File: src/rtl/logic_gate_pkg.sv
// logic_gate_pkg: op-code constants and the per-bit gate evaluation helper.
// Rev 1.0 - initial release.
`default_nettype none

package logic_gate_pkg;

  localparam logic [2:0] OP_NAND = 3'd0;
  localparam logic [2:0] OP_AND  = 3'd1;
  localparam logic [2:0] OP_OR   = 3'd2;
  localparam logic [2:0] OP_NOR  = 3'd3;
  localparam logic [2:0] OP_XOR  = 3'd4;
  localparam logic [2:0] OP_XNOR = 3'd5;
  localparam logic [2:0] OP_NOT  = 3'd6;
  localparam logic [2:0] OP_RSVD = 3'd7;

  localparam int MAX_NIN = 8;

  // Evaluates one bit column: bit k of every operand, only the first nin are live.
  function automatic logic gate_eval(input logic [2:0] op,
                                     input logic [MAX_NIN-1:0] col,
                                     input int nin);
    logic w_and;
    logic w_or;
    logic w_xor;
    w_and = 1'b1;
    w_or  = 1'b0;
    w_xor = 1'b0;
    for (int i = 0; i < MAX_NIN; i++) begin
      if (i < nin) begin
        w_and = w_and & col[i];
        w_or  = w_or  | col[i];
        w_xor = w_xor ^ col[i];
      end
    end
    case (op)
      OP_NAND: return ~w_and;
      OP_AND:  return w_and;
      OP_OR:   return w_or;
      OP_NOR:  return ~w_or;
      OP_XOR:  return w_xor;
      OP_XNOR: return ~w_xor;
      OP_NOT:  return ~col[0];
      default: return 1'b1;
    endcase
  endfunction

endpackage

`default_nettype wire

File: src/rtl/gate_fifo.sv
// gate_fifo: DEPTH-entry result queue with a registered head word that holds after the last pop.
// Rev 1.0 - initial release.
`default_nettype none

module gate_fifo #(
  parameter int WIDTH = 8,
  parameter int DEPTH = 2
) (
  input  logic             clk,
  input  logic             rst,
  input  logic             i_push,
  input  logic [WIDTH-1:0] i_data,
  input  logic             i_pop,
  output logic [WIDTH-1:0] o_data,
  output logic             o_full,
  output logic             o_empty
);

  localparam int PW = (DEPTH > 1) ? $clog2(DEPTH) : 1;
  localparam int CW = PW + 1;

  logic [WIDTH-1:0] r_mem [DEPTH];
  logic [PW-1:0]    r_wptr;
  logic [PW-1:0]    r_rptr;
  logic [CW-1:0]    r_count;
  logic [WIDTH-1:0] r_dout;
  logic [PW-1:0]    w_rnext;

  assign w_rnext = r_rptr + PW'(1);
  assign o_full  = (r_count == CW'(DEPTH));
  assign o_empty = (r_count == '0);
  assign o_data  = r_dout;

  always_ff @(posedge clk) begin
    if (i_push) r_mem[r_wptr] <= i_data;
  end

  always_ff @(posedge clk or posedge rst) begin
    if (rst) begin
      r_wptr  <= '0;
      r_rptr  <= '0;
      r_count <= '0;
      r_dout  <= '0;
    end else begin
      if (i_push) r_wptr <= r_wptr + PW'(1);
      if (i_pop)  r_rptr <= w_rnext;
      case ({i_push, i_pop})
        2'b10:   r_count <= r_count + CW'(1);
        2'b01:   r_count <= r_count - CW'(1);
        default: r_count <= r_count;
      endcase
      // Head register: next stored entry, else the incoming word, else hold the last value.
      if (i_pop) begin
        if (r_count > CW'(1)) r_dout <= r_mem[w_rnext];
        else if (i_push)      r_dout <= i_data;
      end else if (i_push && (r_count == '0)) begin
        r_dout <= i_data;
      end
    end
  end

endmodule

`default_nettype wire

File: src/rtl/logic_gate_pipe.sv
// logic_gate_pipe: runtime-selected bitwise gate across NIN operands, queued valid/ready output.
// Optional pop/overflow counters via LOGIC_GATE_PIPE_STATS_EN. Rev 1.0 - initial release.
`default_nettype none

module logic_gate_pipe
  import logic_gate_pkg::*;
#(
  parameter int WIDTH = 8,
  parameter int NIN   = 2,
  parameter int DEPTH = 2
) (
  input  logic                 clk,
  input  logic                 rst,
  input  logic                 in_valid,
  output logic                 in_ready,
  input  logic [2:0]           in_op,
  input  logic [NIN*WIDTH-1:0] in_data,
  output logic                 out_valid,
  input  logic                 out_ready,
  output logic [WIDTH-1:0]     out_data,
  output logic                 out_err,
  input  logic                 err_clr
`ifdef LOGIC_GATE_PIPE_STATS_EN
  ,
  output logic [15:0]          result_cnt,
  output logic [7:0]           ovf_cnt
`endif
);

  logic [WIDTH-1:0] w_res;
  logic             w_full;
  logic             w_empty;
  logic             w_push;
  logic             w_pop;
  logic             r_err;

  for (genvar j = 0; j < WIDTH; j++) begin : g_bit
    logic [MAX_NIN-1:0] w_col;
    for (genvar k = 0; k < MAX_NIN; k++) begin : g_op
      if (k < NIN) begin : g_used
        assign w_col[k] = in_data[k*WIDTH+j];
      end else begin : g_pad
        assign w_col[k] = 1'b0;
      end
    end
    assign w_res[j] = gate_eval(in_op, w_col, NIN);
  end

  assign in_ready  = ~w_full;
  assign out_valid = ~w_empty;
  assign w_push    = in_valid & ~w_full;
  assign w_pop     = ~w_empty & out_ready;
  assign out_err   = r_err;

  gate_fifo #(
    .WIDTH (WIDTH),
    .DEPTH (DEPTH)
  ) u_fifo (
    .clk     (clk),
    .rst     (rst),
    .i_push  (w_push),
    .i_data  (w_res),
    .i_pop   (w_pop),
    .o_data  (out_data),
    .o_full  (w_full),
    .o_empty (w_empty)
  );

  // Set has priority over clear.
  always_ff @(posedge clk or posedge rst) begin
    if (rst)                               r_err <= 1'b0;
    else if (w_push && (in_op == OP_RSVD)) r_err <= 1'b1;
    else if (err_clr)                      r_err <= 1'b0;
  end

`ifdef LOGIC_GATE_PIPE_STATS_EN
  logic [15:0] r_result_cnt;
  logic [7:0]  r_ovf_cnt;

  always_ff @(posedge clk or posedge rst) begin
    if (rst) begin
      r_result_cnt <= '0;
      r_ovf_cnt    <= '0;
    end else begin
      if (w_pop) r_result_cnt <= r_result_cnt + 16'd1;
      if (in_valid && w_full && (r_ovf_cnt != 8'hFF)) r_ovf_cnt <= r_ovf_cnt + 8'd1;
    end
  end

  assign result_cnt = r_result_cnt;
  assign ovf_cnt    = r_ovf_cnt;
`endif

endmodule

`default_nettype wire
File: config.mk
export PLATFORM = sky130hd
export DESIGN_NAME = logic_gate_pipe
export DESIGN_NICKNAME = d
export VERILOG_FILES = /design/src/rtl/logic_gate_pkg.sv /design/src/rtl/gate_fifo.sv /design/src/rtl/logic_gate_pipe.sv
export SDC_FILE = /design/constraint.sdc
export NUM_CORES = 1
export LEC_CHECK = 0
export BUFFER_PORTS_ARGS = -buffer_cell sky130_fd_sc_hd__buf_2
export CORE_ASPECT_RATIO = 0.6
export CORE_MARGIN = 4
export CORE_UTILIZATION = 45
export DETAILED_ROUTE_END_ITERATION = 10
export PLACE_DENSITY = 0.66
export RECOVER_POWER = 25
export SLEW_MARGIN = 15
export SYNTH_ARGS = -nofsm -noshare
export SYNTH_HDL_FRONTEND = slang
export SYNTH_SLANG_ARGS = --single-unit
File: constraint.sdc
create_clock -name clk -period 1.7 [get_ports clk]
set_input_delay 0.51 -clock clk [delete_from_list [all_inputs] [get_ports clk]]
set_output_delay 0.51 -clock clk [all_outputs]
set_load 0.01 [all_outputs]
======== Word-level counts from Yosys, hierarchy flattened ========
Memories as Yosys holds them, arrays and structs flattened.
Index checks and enable logic that the tools add are counted.
word-level totals
  register bits ........................... 13
  memory bits (writable) .................. 16
  memories ................................ 1
  input port bits ......................... 24
memory list
  memory        depth  bits a word  rd ports  clocked after memory_dff  wr ports  RTL line         text
  u_fifo.r_mem  2      8            1         0                         1         gate_fifo.sv:22  logic [WIDTH-1:0] r_mem [DEPTH];
cells by class
  reduce and logical (&&, ||, !) cells .... 8
  bitwise operators ....................... 60
  add/subtract/negate cells ............... 4
  mux-type cells .......................... 17
  $lt $le $gt $ge ......................... 1
  equal/unequal tests ..................... 11
operators with widths
  cell                                                           count
  case mux 1 bit (7 select lines)                                8
  NOT 1 bit                                                      34
  two-way mux 8 bit                                              4
  == test 3 bit, second input constant                           4
  AND 1 bit                                                      10
  OR 1 bit                                                       8
  bitwise XOR 1 bit                                              8
  == test 3 x 2 -> 1 bit, second input constant                  2
  nonzero test 2 bit                                             3
  == test 2 bit, second input constant                           2
  two-way mux 1 bit                                              4
  case mux 2 bit (2 select lines)                                1
  == test 3 x 1 -> 1 bit, second input constant                  1
  logical NOT 3 bit                                              1
  != test 3 x 2 -> 1 bit, second input constant                  1
  adder 1 bit, second input constant                             2
  adder 2 x 1 -> 2 bit, second input constant                    1
  == test 2 x 1 -> 1 bit, second input constant                  1
  greater-than comparator 2 x 1 -> 1 bit, second input constant  1
  logical AND 1 bit                                              2
  logical NOT 2 bit                                              1
  AND reduction 2 bit                                            1
  subtractor 2 x 1 -> 2 bit, second input constant               1

======== Logic depth before layout (Yosys ltp) ========
Gate-level depths: netlist of run 1.
  depth in word-level cells ............... 6
  gate-level depth with buffers ........... 8

======== Modules after synthesis ========
Synthesis of run 1 repeated with hierarchy kept, for this count alone.
second synthesis, totals
  cells, all modules ...................... 199
  area total of the unflattened synthesis .. 1974.4 um2
modules (own cells, without submodules)
  module           sequential area each (um2)  area an instance (um2)  cells an instance  times used
  gate_fifo        780.7                       1173.6                  89                 1
  logic_gate_pipe  25.0                        800.8                   110                1

======== Worst setup path before layout of run 1 ========
OpenSTA, ideal clock, no wires.
  kind .................................... input to register
  start point ............................. input in_data[4]
  end point ............................... register u_fifo.r_dout[4], in the netlist u_fifo.o_data[4]
  library setup time ...................... 75 ps
  stages on the path ...................... 7
  arrival ................................. 1662 ps
  required time ........................... 1625 ps
  slack ................................... -36 ps
  buffers on the path ..................... 0
  cells stage by stage .................... inv_1 -> ha_1 -> and2_1 -> or4b_4 -> nand3_2 -> o21ai_2 -> o21ai_2
between the ends
  cells in the longest elaborated chain, start to end .. 6
  elaborated cells on any way between the ends .. 12
  classes of those cells .................. mux: 5; bitwise: 7
RTL lines
  item                                       RTL line                                                          text
  from (decl)                                logic_gate_pipe.sv:17                                             input logic [NIN*WIDTH-1:0] in_data,
  bitwise XOR 1 bit (tied with other cells)  logic_gate_pkg.sv:32                                              w_xor = w_xor ^ col[i];
  NOT 1 bit, on equally long branches        logic_gate_pkg.sv:41, logic_gate_pkg.sv:36, logic_gate_pkg.sv:39
  case mux 1 bit (7 select lines) (*)        logic_gate_pkg.sv:35                                              case (op)
  named net u_fifo.i_data[4]                 gate_fifo.sv:12                                                   input logic [WIDTH-1:0] i_data,
  two-way mux 8 bit                          gate_fifo.sv:55                                                   else if (i_push) r_dout <= i_data;
  two-way mux 8 bit                          gate_fifo.sv:54                                                   if (r_count > CW'(1)) r_dout <= r_mem[w_rnext];
  two-way mux 8 bit (*)                      gate_fifo.sv:53                                                   if (i_pop) begin
  to (signal assigned)                       gate_fifo.sv:54
  to (signal assigned)                       gate_fifo.sv:55
  to (signal assigned)                       gate_fifo.sv:57                                                   r_dout <= i_data;
  to (decl)                                  gate_fifo.sv:26                                                   logic [WIDTH-1:0] r_dout;
Mark *: on every way through the listed nets, which the timed path passes. The rest lies on a longest branch. The select of a mux whose other input is x is not followed.
A chain may end at the register's enable or synchronous reset.

======== Worst setup path in the final report of run 1 ========
  start point ............................. input in_data[12]
  end point ............................... register u_fifo.r_dout[4], in the netlist u_fifo.o_data[4]
Same word-level chain as after synthesis.

==> results of run 1 <==
-- metal layers --
layer,vias to the layer above,GRT usage
li1,801,-
met1,722,0.209
met2,25,0.235
met3,5,0.0440
met4,0,0.0431
met5,-,0
-- flip-flops by register name (all words and copies together) (netlist names) --
| register | flops |
|---|---|
| out_err | 1 |
| u_fifo.o_data | 8 |
| u_fifo.r_count | 2 |
| u_fifo.r_mem | 16 |
| u_fifo.r_rptr | 1 |
| u_fifo.r_wptr | 1 |
-- layout by cell type (no fill, tap or decap), drive strengths merged --
cell type / netlist / routed
clkinv: 0 / 2
ha: 20 / 20
a32oi: 3 / 3
edfxtp: 16 / 16
o22ai: 3 / 3
a21oi: 2 / 2
nor3b: 3 / 3
o32a: 3 / 3
a221o: 2 / 2
nor2b: 6 / 6
buf: 9 / 58
or4b: 1 / 1
clkbuf: 1 / 7
dfrtp: 13 / 13
nand2b: 6 / 6
a21o: 3 / 3
mux2i: 12 / 12
nand3: 3 / 3
xor2: 1 / 1
o2bb2ai: 1 / 1
a211oi: 2 / 2
nor2: 7 / 7
and3: 1 / 1
and2: 5 / 5
or2: 1 / 1
o211ai: 4 / 4
and2b: 1 / 1
xnor2: 9 / 9
nand2: 15 / 15
inv: 25 / 25
o21ai: 21 / 21
-- worst max-delay path, cell delays in order --
cell and delay [ns]:
buf_2 0.17, inv_12 0.03, ha_4 0.22, and2_4 0.13
or4b_4 0.52, nand3_2 0.11, o21ai_2 0.07, o21ai_2 0.10
-- report_power, final --
| group | internal [W] | leakage (nW) | switching (W) |
|---|---|---|---|
| combinational | 0.000617 | 0.837 | 0.000686 |
| sequential | 0.00102 | 0.306 | 0.000149 |
| clock | 0.000283 | 0.0450 | 0.000274 |
| total | 0.00192 | 1.19 | 0.00111 |
-- how the worst max path moves through the flow --
| stage | start | end | cells after the start |
|---|---|---|---|
| finish | in_data[12] | u_fifo.o_data[4] | 8 |
| global route | in_data[12] | u_fifo.o_data[4] | 8 |
| CTS | u_fifo.r_count[0] | out_valid | 4 |
| detailed placement | in_data[12] | u_fifo.o_data[4] | 8 |
| global placement | in_data[12] | u_fifo.o_data[4] | 8 |
| floorplan | in_data[12] | u_fifo.o_data[4] | 7 |
-- area by class of cell --
| class | instances | area (sq um) | area share |
|---|---|---|---|
| multi-input cells | 135 | 1090 | 0.433 |
| flip-flops and latches | 29 | 807 | 0.320 |
| repair buffers | 59 | 360 | 0.143 |
| inverters | 25 | 106 | 0.0421 |
| well taps | 60 | 75.1 | 0.0297 |
| clock buffers | 6 | 72.6 | 0.0287 |
| clock inverters | 2 | 10.0 | 0.00396 |
-- through the flow --
step | total power, W | utilization
finish | 0.00302 | 0.600
global route | 0.00326 | 0.600
CTS | 0.00297 | 0.591
detailed placement | 0.00241 | 0.572
global placement | 0.00238 | 0.572
floorplan | 0.00198 | -
-- logic make-up (layout without fill, tap and decap cells) --
kind of cell | Yosys count | after routing | share of synthesized area
and+or+nand+nor | 49 | 49 | 0.132
adders and majority gates | 20 | 20 | 0.124
DFF | 29 | 29 | 0.398
buffers and inverters | 35 | 92 | 0.0841
muxes | 12 | 12 | 0.0594
AOI/OAI and AO/OA | 44 | 44 | 0.159
xor gates and xnor gates | 10 | 10 | 0.0433
-- what timing repair did --
action / 4_1_cts / 5_1_grt
gates resized for setup: 0 / 11
setup endpoints to repair: 0 / 10
setup buffers: 0 / 0
==> flow_metrics.py, run 1 <==
metrics = {
    "pwr": {
        "power.density_nw_per_um2": 1200,
        "vdd_drop_max_mv": 0.951,
        "leakagePower_nw": 1.19,
    },
    "synthesis": {
        "synthTopCellsByCount": "inv_1, ha_1, edfxtp_1",
        "synth_seq_cells": 29,
        "synthTopCellsByArea": "edfxtp_1, dfrtp_1, ha_1",
        "synthesis.area_sq_um": 2020,
        "ys_seq_area_frac": 0.398,
        "synth_top_area_frac": 0.237,
        "synth_edf_count": 16,
        "ys_types": 39,
        "synth_area_per_cell_sq_um": 10.2,
        "postSynthCellCount": 199,
        "synth.most_common_cell": "inv_1",
        "yosys_most_used_dff": "edfxtp_1",
        "async_reset_ff_frac": 0.448,
        "synth_nets": 243,
        "ys_warn_count": 0,
        "yosysTopAreaCell": "edfxtp_1",
    },
    "setup_path": {
        "rrSetupSlack_ns": 0.14,
        "r2r_start": "u_fifo.r_count[0]",
        "cp_data_required_time_ns": 1.91,
        "crit_type": "in2reg",
        "r2r_cells": 7,
        "critPathLaunchType": "input port",
        "crit_fanout": 3,
        "arrival_ns": 1.87,
        "r2r_end": "u_fifo.r_count[1]",
        "worstSetupEndpointType": "flip-flop",
    },
    "route": {
        "wl_met2_microns": 1680,
        "drtIter0Drc": 66,
        "wl_met3_microns": 160,
        "vias": 1553,
        "postRouteAntennaNets": 0,
        "wl_met1_microns": 2090,
        "viasPerCell": 4.91,
        "routed.top_layer": "met4",
        "drc": 0,
        "firstDrtPassIters": 4,
        "routed_wl_microns": 3960,
        "post_drt_wl_per_cell_microns": 12.5,
    },
    "placement": {
        "place_area_sq_um": 2410,
        "routabilityCongestion": 0.756,
        "dp_cells": 308,
        "place_hpwl_microns": 3040,
        "port_buffers": 34,
        "place_ws_ns": -0.258,
    },
    "die": {
        "num_rows": 18,
        "die_w_microns": 94.6,
        "die_h_microns": 59.9,
        "start_util": 0.480,
        "pin_count": 35,
        "core_region_area_sq_um": 4210,
        "die-area_sq_um": 5670,
    },
    "clock_tree": {
        "tritoncts": "built",
        "ctsHoldBuffers": 0,
        "cts_buffers": 5,
        "cts_max_level": 2,
        "cts_root_buf": "clkbuf_8",
        "clkTransAtPathRegs_ns": 0.07,
        "clk_latency_ns": 0.28,
        "clkSinkCount": 29,
        "clockBufferDepth": 2,
    },
    "sta": {
        "period_needed_ns": 1.65,
        "fmax_mhz": 604,
        "report.final.hold_viol_count": 0,
        "finalSetupViolations": 0,
        "hold_slack_ns": 0.255,
        "slew_violations": 0,
        "clock-skew-final_ns": 0.00541,
        "slew_headroom": 0.642,
        "tns_ns": 0,
        "finalCritPeriodShare": 0.973,
        "rsz0062_at_grt": "false",
        "setup_slack_ns": 0.0456,
        "tightest_slew_ns": 0.537,
    },
    "global_routing": {
        "track_usage": 0.152,
        "grt_first_pass_wirelength_microns": 6580,
        "grt_start_max_net_pins": 23,
        "antenna_found_initial": 0,
        "grt_overflow": 0,
        "grt_pass1_vias": 1489,
    },
    "finish": {
        "syn_to_final_growth_pct": 24.8,
        "diodes": 0,
        "stdcell_count": 316,
        "final_area_sq_um": 2520,
        "drive_gt1_frac": 0.340,
        "fill_cells": 376,
        "nets": 299,
    },
    "outcome": {
        "status": "finished, final reports clean",
    },
    "run": {
        "max_cap_violations": 0,
    },
    "worst_hold_path": {
        "worstHoldPathType": "in2async",
    },
}
No activity file was read; power rests on OpenSTA's default activity.
==> run 2, diff against run 1 <==
--- a/config.mk
+++ b/config.mk
@@ -9,9 +9,10 @@
 export CORE_ASPECT_RATIO = 0.6
 export CORE_MARGIN = 4
 export CORE_UTILIZATION = 45
+export CTS_CLUSTER_SIZE = 30
 export DETAILED_ROUTE_END_ITERATION = 10
 export PLACE_DENSITY = 0.66
-export RECOVER_POWER = 25
+export RECOVER_POWER = 50
 export SLEW_MARGIN = 15
 export SYNTH_ARGS = -nofsm -noshare
 export SYNTH_HDL_FRONTEND = slang
==> flow_metrics.py, run 2 (synthesized netlist as in run 1, its figures left out) <==
metrics = {
    "pwr": {
        "power.density_nw_per_um2": 1190,
        "vdd_drop_max_mv": 0.948,
        "switching_power_w": 0.00111,
        "internal-power_w": 0.00189,
        "power_frac_seq": 0.389,
        "combPwrFrac": 0.425,
        "netSwitchingFraction": 0.370,
        "leakagePower_nw": 1.16,
        "power_frac_clock": 0.186,
    },
    "clock_tree": {
        "ctsResizeCount": 0,
        "clockBufferDepth": 2,
        "tritoncts": "built",
        "clk_latency_ns": 0.28,
        "clkSinkCount": 29,
        "cts_max_level": 2,
        "cts_setup_buffers": 0,
        "clkTransAtPathRegs_ns": 0.07,
        "cts_root_buf": "clkbuf_8",
        "ctsHoldBuffers": 0,
        "cts_buffers": 5,
    },
    "finish": {
        "layout.cells.most_common": "buf_2",
        "largest_reg_flops": 16,
        "top_register": "u_fifo.r_mem",
        "most-common-layout-cells": "buf_2, buf_4, inv_1",
        "fill_cells": 379,
        "syn_to_final_growth_pct": 24.2,
        "nets": 299,
        "drive_gt1_frac": 0.309,
        "stdcell_count": 316,
        "final_core_util": 0.597,
        "diodes": 0,
    },
    "placement": {
        "dp_cells": 308,
        "port_buffers": 34,
        "place_hpwl_microns": 3040,
        "routabilityCongestion": 0.756,
    },
    "sta": {
        "rsz0062_at_grt": "false",
        "period_needed_ns": 1.65,
        "report.final.hold_viol_count": 0,
        "fmax_mhz": 605,
        "slew_violations": 0,
        "slew_headroom": 0.642,
        "clock-skew-final_ns": 0.00487,
        "finalSetupViolations": 0,
        "tightest_slew_ns": 0.537,
        "finalCritPeriodShare": 0.972,
    },
    "setup_path": {
        "r2r_end": "u_fifo.r_count[1]",
        "critPathSlowestCell": "or4b_4",
        "cp_data_required_time_ns": 1.91,
        "critPathLaunchType": "input port",
        "max_stage_delay_ns": 0.52,
        "rrSetupSlack_ns": 0.14,
        "crit_family": "simple AND/OR/NAND/NOR gates",
        "cp_num_buf_inv": 2,
        "crit_type": "in2reg",
        "crit_fanout": 3,
        "arrival_ns": 1.87,
        "r2r_cells": 7,
        "path_cells": "buf_2, inv_12, ha_4, and2_4, or4b_4, nand3_2, o21ai_2, o21ai_2",
        "cpMostUsedCell": "o21ai_2",
        "r2r_start": "u_fifo.r_count[0]",
        "worstSetupEndpointType": "flip-flop",
    },
    "route": {
        "drtIter0Drc": 67,
        "firstDrtPassIters": 4,
        "drc": 0,
        "vias": 1551,
        "postRouteAntennaNets": 0,
        "post_drt_wl_per_cell_microns": 12.5,
        "viasPerCell": 4.91,
        "routed_wl_microns": 3950,
    },
    "die": {
        "num_rows": 18,
        "die_h_microns": 59.9,
        "die_w_microns": 94.6,
        "core_region_area_sq_um": 4210,
        "die-area_sq_um": 5670,
        "pin_count": 35,
        "start_util": 0.480,
    },
    "worst_hold_path": {
        "worstHoldPathType": "in2async",
    },
    "global_routing": {
        "track_usage": 0.152,
        "grt_pass1_vias": 1489,
        "grt_start_max_net_pins": 23,
        "grt_first_pass_wirelength_microns": 6580,
        "antenna_found_initial": 0,
        "grt_overflow": 0,
    },
    "outcome": {
        "status": "finished, final reports clean",
    },
    "run": {
        "max_cap_violations": 0,
    },
}
-- run 2: per-stage QoR --
step           total power [W]  instance area, sq um  setup TNS (ns)  hold WS, ns  worst slack [ns]
4_1_cts                0.00297                  2490               0        0.270            0.0159
2_1_floorplan          0.00198                  2050        -0.00553        0.387          -0.00553
3_3_place_gp           0.00238                  2410           -1.41        0.468            -0.222
6_report               0.00300                  2510               0        0.255            0.0468
5_1_grt                0.00323                  2510               0        0.292           0.00218
3_5_place_dp           0.00241                  2410           -1.82        0.476            -0.258
-- run 2: worst register-to-register path, delay by kind of cell (launching register included) --
family          cells  cell delay (ns)
simple gates        1             0.21
compound gates      1             0.11
buf+inv             2             0.19
flops               1             0.42
fa+ha+maj           2             0.35
xor+xnor            1             0.17
-- run 2: area by class of cell --
cell class	instances	area, sq um	share of cell area
Multi-Input combinational cell	135	1090	0.435
Sequential cell	29	807	0.321
Timing Repair Buffer	59	348	0.138
Inverter	25	106	0.0423
Tap cell	60	75.1	0.0299
Clock buffer	6	72.6	0.0289
Clock inverter	2	10.0	0.00398
-- run 2: power by group through the flow --
stage                     Combinational [W]  Clock [W]  Sequential [W]
after detailed placement            0.00125          0         0.00117
after floorplan                    0.000818          0         0.00116
after global placement              0.00122          0         0.00116
after global routing                0.00144   0.000602         0.00119
after CTS                           0.00125   0.000569         0.00115
final                               0.00127   0.000557         0.00117
-- run 2: how the worst max path moves through the flow --
stage | startpoint | to | slack (ns) | depth (start not counted)
6_report | in_data[12] | u_fifo.o_data[4] | 0.05 | 8
5_1_grt | in_data[12] | u_fifo.o_data[4] | 0.002 | 8
4_1_cts | u_fifo.r_count[0] | out_valid | 0.02 | 4
3_5_place_dp | in_data[12] | u_fifo.o_data[4] | -0.26 | 8
3_3_place_gp | in_data[12] | u_fifo.o_data[4] | -0.22 | 8
2_1_floorplan | in_data[12] | u_fifo.o_data[4] | -0.006 | 7
-- run 2: metal layers --
layer	vias to the layer above	share of wire	track usage
met4	0	0.0096	0.0431
met2	24	0.42	0.235
li1	801	-	-
met1	719	0.52	0.209
met5	-	0	0
met3	7	0.041	0.0440
==> run 3, diff against run 2 <==
--- a/config.mk
+++ b/config.mk
@@ -5,6 +5,7 @@
 export SDC_FILE = /design/constraint.sdc
 export NUM_CORES = 1
 export LEC_CHECK = 0
+export ABC_AREA = 1
 export BUFFER_PORTS_ARGS = -buffer_cell sky130_fd_sc_hd__buf_2
 export CORE_ASPECT_RATIO = 0.6
 export CORE_MARGIN = 4
==> constraint.sdc (replaced) <==
create_clock -name clk -period 1.64 [get_ports clk]
set_input_delay 0.492 -clock clk [delete_from_list [all_inputs] [get_ports clk]]
set_output_delay 0.492 -clock clk [all_outputs]
set_load 0.01 [all_outputs]
==> flow_metrics.py, run 3 <==
metrics = {
    "synthesis": {
        "ys_seq_area_frac": 0.351,
        "synthesis.area_sq_um": 2300,
        "postSynthCellCount": 312,
        "synth_nets": 356,
        "synth.most_common_cell": "nand2_1",
        "ys_warn_count": 0,
        "yosys_most_used_dff": "edfxtp_1",
        "synth_edf_count": 16,
        "synthTopCellsByArea": "edfxtp_1, dfrtp_1, nand2_1",
        "async_reset_ff_frac": 0.448,
        "yosysTopAreaCell": "edfxtp_1",
        "synthTopCellsByCount": "nand2_1, inv_1, nand3_1, nor2_1, nand4_1",
        "synth_seq_cells": 29,
        "ys_types": 24,
        "synth_area_per_cell_sq_um": 7.36,
        "synth_top_area_frac": 0.209,
    },
    "clock_tree": {
        "ctsHoldBuffers": 0,
        "clk_latency_ns": 0.28,
        "tritoncts": "built",
        "clockBufferDepth": 2,
        "clkTransAtPathRegs_ns": 0.06,
        "clkSinkCount": 29,
        "cts_max_level": 2,
        "cts_buffers": 5,
        "cts_root_buf": "clkbuf_8",
    },
    "route": {
        "vias": 2094,
        "drc": 0,
        "firstDrtPassIters": 4,
        "drtIter0Drc": 142,
        "routed_wl_microns": 5350,
        "post_drt_wl_per_cell_microns": 12.7,
        "viasPerCell": 4.96,
        "postRouteAntennaNets": 0,
    },
    "setup_path": {
        "path_cells": "inv_2, ha_4, inv_2, buf_6",
        "arrival_ns": 1.12,
        "worstSetupEndpointType": "output port",
        "critPathSlowestCell": "dfrtp_1",
        "max_stage_delay_ns": 0.43,
        "rrSetupSlack_ns": 0.11,
        "cpMostUsedCell": "inv_2",
        "crit_family": "flip-flops",
        "critPathLaunchType": "flip-flop",
        "cp_data_required_time_ns": 1.15,
        "crit_fanout": 4,
        "crit_type": "reg2out",
        "cp_num_buf_inv": 3,
    },
    "sta": {
        "slew_violations": 0,
        "tns_ns": 0,
        "fmax_mhz": 620,
        "rsz0062_at_grt": "true",
        "tightest_slew_ns": 0.546,
        "slew_headroom": 0.636,
        "hold_slack_ns": 0.241,
        "report.final.hold_viol_count": 0,
        "finalSetupViolations": 0,
        "finalCritPeriodShare": 0.983,
        "period_needed_ns": 1.61,
        "clock-skew-final_ns": 0.00475,
    },
    "outcome": {
        "status": "finished, final reports clean",
    },
    "placement": {
        "routabilityCongestion": 0.882,
        "port_buffers": 34,
        "dp_cells": 410,
        "place_hpwl_microns": 3960,
    },
    "pwr": {
        "leakagePower_nw": 1.54,
        "vdd_drop_max_mv": 0.763,
        "total_power_w": 0.00333,
        "power.density_nw_per_um2": 1210,
    },
    "finish": {
        "final_core_util": 0.580,
        "fill_cells": 459,
        "top_register": "u_fifo.r_mem",
        "syn_to_final_growth_pct": 20.0,
        "most-common-layout-cells": "nand2_1, inv_1, nand3_1, nor2_1, buf_2",
        "drive_gt1_frac": 0.217,
        "diodes": 0,
        "largest_reg_flops": 16,
        "layout.cells.most_common": "nand2_1",
        "nets": 402,
        "stdcell_count": 422,
    },
    "global_routing": {
        "grt_overflow": 0,
        "grt_pass1_vias": 1970,
        "grt_first_pass_wirelength_microns": 8870,
        "antenna_found_initial": 0,
        "grt_start_max_net_pins": 33,
        "track_usage": 0.174,
    },
    "die": {
        "die-area_sq_um": 6350,
        "pin_count": 35,
        "num_rows": 19,
        "die_h_microns": 63.3,
        "die_w_microns": 100,
        "core_region_area_sq_um": 4750,
        "start_util": 0.483,
    },
    "run": {
        "max_cap_violations": 0,
    },
    "worst_hold_path": {
        "worstHoldPathType": "in2async",
    },
}
-- run 3: routing by layer --
metal	global-route usage	part of all wire	wire, microns
met5	0	0	0
met4	0.0403	0.0052	28
met1	0.237	0.49	2610
met3	0.0441	0.040	214
met2	0.279	0.47	2500
-- run 3: cell type report --
class | instances | area, sq um | area share
Multi-Input combinational cell | 213 | 1200 | 0.437
Sequential cell | 29 | 806 | 0.292
Tap cell | 63 | 78.8 | 0.0286
Inverter | 53 | 199 | 0.0722
Timing Repair Buffer | 56 | 379 | 0.138
Clock buffer | 8 | 90.1 | 0.0327
-- run 3: final timing paths --
kind,startpoint,endpoint,depth (start not counted)
setup / recovery,u_fifo.r_count[1],out_valid,4
hold / removal,rst,u_fifo.o_data[3],2
setup reg to reg,u_fifo.r_count[1],u_fifo.r_count[1],6
hold reg to reg,u_fifo.o_data[0],u_fifo.o_data[0],2
max in group asynchronous,rst,u_fifo.o_data[0],2
min in group clk,err_clr,out_err,2
-- run 3: through the flow --
stage,instance area (sq um),worst slack (ns)
after floorplan,2300,0.00583
after global placement,2620,0.0433
after detailed placement,2620,-0.0122
after CTS,2720,0.0112
after global routing,2760,-0.0457
final,2760,0.0282
-- run 3: cell families (layout without fill, tap and decap cells) --
kind of cell | after synthesis | in the layout | share of synthesized area
compound gates | 11 | 11 | 0.0261
simple gates | 178 | 178 | 0.367
fa+ha+maj | 20 | 20 | 0.109
buf+inv | 70 | 117 | 0.132
flops | 29 | 29 | 0.351
xor+xnor | 4 | 4 | 0.0153
-- run 3: report_power, final --
part	switching, W	internal [W]
clock	0.000260	0.000341
sequential	0.000170	0.00105
combinational	0.000839	0.000666
-- run 3: repair_timing --
action | 4_1_cts | 5_1_grt
pin swaps | 0 | 1
endpoints found under the setup margin | 1 | 27
endpoints found under the hold margin | 0 | 0
gates resized for setup | 3 | 5
buffers inserted | 0 | 4
cloned | 0 | 0
